==> src/rtl/draw_addr_sweep.sv <==
// Multi-lane address sweep generator for the draw path: walks [START_ADDR, END_ADDR)
// in groups of LANES consecutive addresses, one group per enabled cycle.
module draw_addr_sweep #(
    parameter int ADDR_W     = 14,
    parameter int LANES      = 2,
    parameter int START_ADDR = 13568,
    parameter int END_ADDR   = 13824
) (
    input  logic                      clk,
    input  logic                      reset,
    input  logic                      start,
    input  logic                      enable,
    input  logic                      loop,
    output logic [LANES*ADDR_W-1:0]   addr,
    output logic                      valid,
    output logic                      last,
    output logic                      wrapped,
    output logic                      done
);

    localparam int LG = $clog2(LANES);
    localparam int GW = ADDR_W - LG;
    localparam logic [GW-1:0] GS = GW'(START_ADDR / LANES);
    localparam logic [GW-1:0] GL = GW'(END_ADDR / LANES - 1);

    typedef enum logic [1:0] {IDLE, RUN, DONE} state_t;

    state_t        state, state_nxt;
    logic [GW-1:0] g, g_nxt;
    logic          wrap_nxt;

    // State, group counter and status flags all update together from the next-state logic
    always_ff @(posedge clk or negedge reset) begin
        if (!reset) begin
            state   <= IDLE;
            g       <= GS;
            wrapped <= 1'b0;
            valid   <= 1'b0;
            done    <= 1'b0;
        end else begin
            state   <= state_nxt;
            g       <= g_nxt;
            wrapped <= wrap_nxt;
            valid   <= (state_nxt == RUN);
            done    <= (state_nxt == DONE);
        end
    end

    always_comb begin
        state_nxt = state;
        g_nxt     = g;
        wrap_nxt  = 1'b0;
        case (state)
            IDLE: begin
                if (start) begin
                    state_nxt = RUN;
                    g_nxt     = GS;
                end
            end
            RUN: begin
                // Restart has priority over advancing; the final group either wraps or parks
                if (start) begin
                    g_nxt = GS;
                end else if (enable) begin
                    if (g != GL) begin
                        g_nxt = g + 1'b1;
                    end else if (loop) begin
                        g_nxt    = GS;
                        wrap_nxt = 1'b1;
                    end else begin
                        state_nxt = DONE;
                    end
                end
            end
            DONE: begin
                if (start) begin
                    state_nxt = RUN;
                    g_nxt     = GS;
                end
            end
            default: begin
                state_nxt = IDLE;
                g_nxt     = GS;
            end
        endcase
    end

    always_comb begin
        last = valid && (g == GL);
    end

    // Each lane appends its own index below the shared group number
    generate
        if (LG == 0) begin : g_single
            assign addr = g;
        end else begin : g_multi
            for (genvar i = 0; i < LANES; i++) begin : g_lane
                assign addr[i*ADDR_W +: ADDR_W] = {g, LG'(i)};
            end
        end
    endgenerate

endmodule

==> config.mk <==
export PLATFORM = sky130hd
export DESIGN_NAME = draw_addr_sweep
export DESIGN_NICKNAME = d
export VERILOG_FILES = /design/src/rtl/draw_addr_sweep.sv
export SDC_FILE = /design/constraint.sdc
export NUM_CORES = 1
export LEC_CHECK = 0
export BUFFER_PORTS_ARGS = -buffer_cell sky130_fd_sc_hd__clkbuf_2
export CORE_MARGIN = 2
export CORE_UTILIZATION = 45
export CTS_CLUSTER_DIAMETER = 40
export CTS_CLUSTER_SIZE = 16
export DETAILED_ROUTE_END_ITERATION = 16
export GPL_TIMING_DRIVEN = 0
export PLACE_DENSITY = 0.78
export SYNTH_ARGS = -nofsm -noshare
export SYNTH_HDL_FRONTEND = slang
export SYNTH_SLANG_ARGS = --single-unit
==> constraint.sdc <==
create_clock -name clk -period 1.8 [get_ports clk]
set_input_delay 0 -clock clk [delete_from_list [all_inputs] [get_ports clk]]
set_output_delay 0 -clock clk [all_outputs]
set_load 0.02 [all_outputs]
# After elaboration in Yosys (flattened, before gate mapping)

Cells that the tools add are included.

Latch bits: 0
Input bits: 5
Bits in writable memories: 0
Memories kept: 0
Word-level logic and storage cells: 36
Register bits after elaboration: 18
ROM bits: 0

$lt $le $gt $ge: 0
Reductions and logical operators: 4
Shift-type cells: 0
Multiplexer cells: 17
Divide/modulo/power cells: 0
$add $sub $neg: 1
$mul: 0
Equality and inequality tests: 9
Bitwise operators: 0

Operators by type and width:

| operator                                                                 | count |
|---|---|
| 13-bit 2-to-1 mux                                                        | 5 |
| 13-bit one-hot mux with 2 select lines                                   | 1 |
| 13-bit by 1-bit adder with 13-bit output (second input constant)         | 1 |
| 13-bit equality test (second input constant)                             | 1 |
| 13-bit inequality test (second input constant)                           | 1 |
| 2-bit 2-to-1 mux                                                         | 5 |
| 1-bit 2-to-1 mux                                                         | 5 |
| 2-bit by 1-bit equality test with 1-bit output (second input constant)   | 2 |
| 2-bit equality test (second input constant)                              | 2 |
| 4-bit inequality test (second input constant)                            | 1 |
| 2-bit one-hot mux with 2 select lines                                    | 1 |
| 3-bit inequality test (second input constant)                            | 1 |
| 3-bit AND reduction                                                      | 1 |
| 2-bit zero test                                                          | 1 |
| 2-bit by 1-bit inequality test with 1-bit output (second input constant) | 1 |
| 2-bit OR reduction                                                       | 1 |
| 1-bit logical AND                                                        | 1 |

# Longest topological paths before layout

Depth after elaboration: 6
Gate-level depth with buffers: 6
Mapped depth without buffers: 5

# Worst setup path before layout

No wires, ideal clock.

Path kind: register -> register
From: register g[0]
To: register g[3]
Setup slack: -0.092 ns
Path buffers: 1
Library setup time: 0.126 ns
Arrival: 1.766 ns
Cell stages (with the launch flop): 7
Data required time: 1.674 ns
Cell sequence: dfrtp_1 > ha_1 > nand3_1 > nor4_1 > buf_2 > nor2_1 > a221o_1

Cells in the longest elaborated chain, start to end: 5
Elaborated cells between the ends (all ways): 8
Classes of those cells: add/sub (1); eq/ne (2); mux (4); reduce/logical (1)

Ends and longest elaborated chain:

| element                                                                                   | line   | text |
|---|---|---|
| from (decl)                                                                               | 29     | `logic [GW-1:0] g, g_nxt;` |
| from (signal assigned)                                                                    | 42     | `g <= g_nxt;` |
| 13-bit by 1-bit adder with 13-bit output / 13-bit inequality test (equally long branches) | 66, 65 |  |
| 13-bit 2-to-1 mux                                                                         | 65     | `if (g != GL) begin` |
| 13-bit 2-to-1 mux                                                                         | 64     | `end else if (enable) begin` |
| 13-bit 2-to-1 mux                                                                         | 62     | `if (start) begin` |
| 13-bit one-hot mux with 2 select lines                                                    | 53     | `case (state)` |

Parallel ways exist; a longest one is shown, timed or not. The select of a mux whose other input is x is not followed.
A chain may end at the register's enable or synchronous reset.

# Final worst setup path

From: register g[11]
To: register g[8]

Cells in the longest elaborated chain, start to end: 5
Elaborated cells between the ends (all ways): 7
Classes of those cells: eq/ne (2); mux (4); reduce/logical (1)

Ends and longest elaborated chain:

| element                                | line |
|---|---|
| 13-bit inequality test *               | 65 |
| 13-bit 2-to-1 mux                      | 65 |
| 13-bit 2-to-1 mux                      | 64 |
| 13-bit 2-to-1 mux                      | 62 |
| 13-bit one-hot mux with 2 select lines | 53 |

Every way passes the cells marked *; elsewhere a longest branch is shown, timed or not. The select of a mux whose other input is x is not followed.

==> qor.yml <==
clk_path_buf_depth: 2
instances_no_fill: 217
wirelength_um: 3690
ctsRootBufferMaster: "clkbuf_4"
switchingPower_uw: 306
leakage_uw: 0.000775
io_pins: 37
reg2reg_depth: 7
setup_violations: 8
combPwrFrac: 0.266
drive_gt1_frac: 0.524
crit_arrival_ns: 2.07
slew_headroom: 0.459
gp_congestion: 0.903
row_count: 18
grt_pass1_wl_um: 5550
layout_commonest_cell: "buf_4"
power.total_uw: 967
fp.dieArea_um2: 3060
cts.sinks: 18
clock_power_share: 0.276
violations: "negative setup slack"
reg2reg_to: "g[8]"
wl_per_cell_um: 17.0
top_layer: "met4"
wl_met3_um: 397
layout_common_cells: "buf_4, clkbuf_2, dfrtp_1"
clkLatencyLatePin_ns: 0.31
syn_nets: 133
cpLargestDelayFamily: "flip-flops"
worstSetupPathType: "reg2reg"
crit_top_cell: "buf_4"
insertedDiodeCount: 0
finalHoldViolCount: 0
met2_length_um: 1720
io_buffers: 33
r2r_slack_ns: -0.09
synth-seq-area-share: 0.384
cp_slowest_cell: "dfstp_2"
dp.cells: 190
timing.rr.start: "g[11]"
ant_nets: 0
fin_crit_ns: 1.89
fin_worst_skew_ns: 0.0120
yosysWarnings: 0
switching_share: 0.316
power_frac_seq: 0.457
startpoint_type: "register"
nets: 194
first_pass_iters: 5
cp_max_fo: 7
grt_usage: 0.224
path_clk_slew_ns: 0.12
drt-met1-wl_um: 1440
die_x_um: 55.3
start_util: 0.478
status: "finished, violations left"
cpPeakStageDelay_ns: 0.61
drt_iter0_drc: 61
slew_viol_final: 0
worstPathCellList: "nand4b_1 > buf_4 > nor4_4 > buf_4 > buf_4 > o211a_1 > a211oi_2"
post-route-period-util: 1.05
antenna_found_initial: 0
first_global_vias: 1158
syn_area_um2: 1180
power.density_nw_per_um2: 557
crit_buf_inv: 3
syn_inst: 127
dp_hpwl_um: 1950
rsz0062_at_grt: "yes"
worstSetupEndpointType: "register"
drv_cap: 0
cts_made_buffers: 3
async_flop_share: 1.00
syn_avg_cell_area_um2: 9.33
required_ns: 1.99
worst_slack_ns: -0.0882
core-area_um2: 2480
vdd_drop_max_mv: 0.341
via_count: 1341
fp.dieH_um: 55.3
hp-class: "in2async"
yosysUniqueCellTypes: 44
drcViolationCount: 0
cts_tree: "built"
tightest_slew_ns: 0.811
max_freq_ghz: 0.530
synth_edf_count: 0
syn_to_final_growth_pct: 46.5
vias_per_cell: 6.18
ys_seq_elements: 18
synth_top_flop_cell: "dfrtp_1"
htree_levels: 1
internal_power_uw: 661
grt-ovfl-total: 0
grt_max_degree: 19
post-route-util: 0.701
[registers in the layout (all words and copies together), names as in the netlist]
signal and count:
done 1, state 2, g 13, wrapped 1, valid 1
[layout make-up]
cell class              count  area, um^2
well taps                  30        37.5
repair buffers             57         369
plain buffers              18         139
inverters                   1        3.75
clock buffers               4        36.3
multi-input cells          89         688
fillers                   183         742
flip-flops and latches     18         462
[layer usage]
layer	vias to the layer above	global-route usage
met3	25	0.0515
met5	-	0
met1	621	0.306
met2	97	0.325
met4	0	0.125
li1	598	-
[per-stage QoR]
step	hold WS, ns	instance area [um^2]	TNS, ns	worst slack [ns]
after global routing	0.200	1740	-0.909	-0.128
final	0.151	1740	-0.328	-0.0882
after detailed placement	-0.0298	1390	-1.75	-0.269
after global placement	-0.0358	1390	-1.60	-0.267
after CTS	0.176	1610	0	0.00422
after floorplan	-0.296	1190	-0.00614	-0.00307
[timing repair]
item	CTS	global route
gates resized for setup	13	17
setup endpoints to repair	15	13
hold buffers	4	0
setup buffers	12	8
pin swaps	2	4
hold endpoints to repair	23	0
[power by group through the flow]
stage                     clock, uW  combinational [uW]  sequential, uW
after global placement            0                 176             457
after global routing            290                 274             445
after detailed placement          0                 180             459
after CTS                       263                 234             440
after floorplan                   0                 107             472
final                           267                 257             442
[synth_stat cells, types with 4 or more instances]
cell type,instances,area (um^2)
dfrtp_1,14,350
o211ai_1,4,30.0
o21ai_0,4,20.0
nand2_1,6,22.5
nor2_1,6,22.5
buf_4,17,128
nand4_1,5,31.3
dfstp_2,4,105
nand3_1,8,40.0
o31ai_1,5,37.5
[worst reg2reg max path: stages, from the launching register on]
cell      delay (ns)
dfstp_2         0.61
nand4b_1        0.21
buf_4           0.22
nor4_4          0.22
buf_4           0.20
buf_4           0.13
o211a_1         0.15
a211oi_2        0.05
[logic make-up (layout without fill, tap and decap cells)]
family,count (synthesis),in the layout,synth area share
buffers and inverters,20,80,0.119
adders and majority gates,1,1,0.0106
and+or+nand+nor,51,51,0.264
DFF,18,18,0.384
AOI/OAI and AO/OA,34,34,0.207
muxes,1,1,0.00845
other,2,2,0.00634
[worst max path at each step]
stage,start,end,depth (start not counted)
finish,g[11],g[8],7
detailed placement,state[1],g[8],3
global route,g[12],g[6],7
global placement,state[1],g[8],3
CTS,state[0],g[6],5
floorplan,g[7],g[5],5
Note: power is estimated with default switching activity, not from simulation.
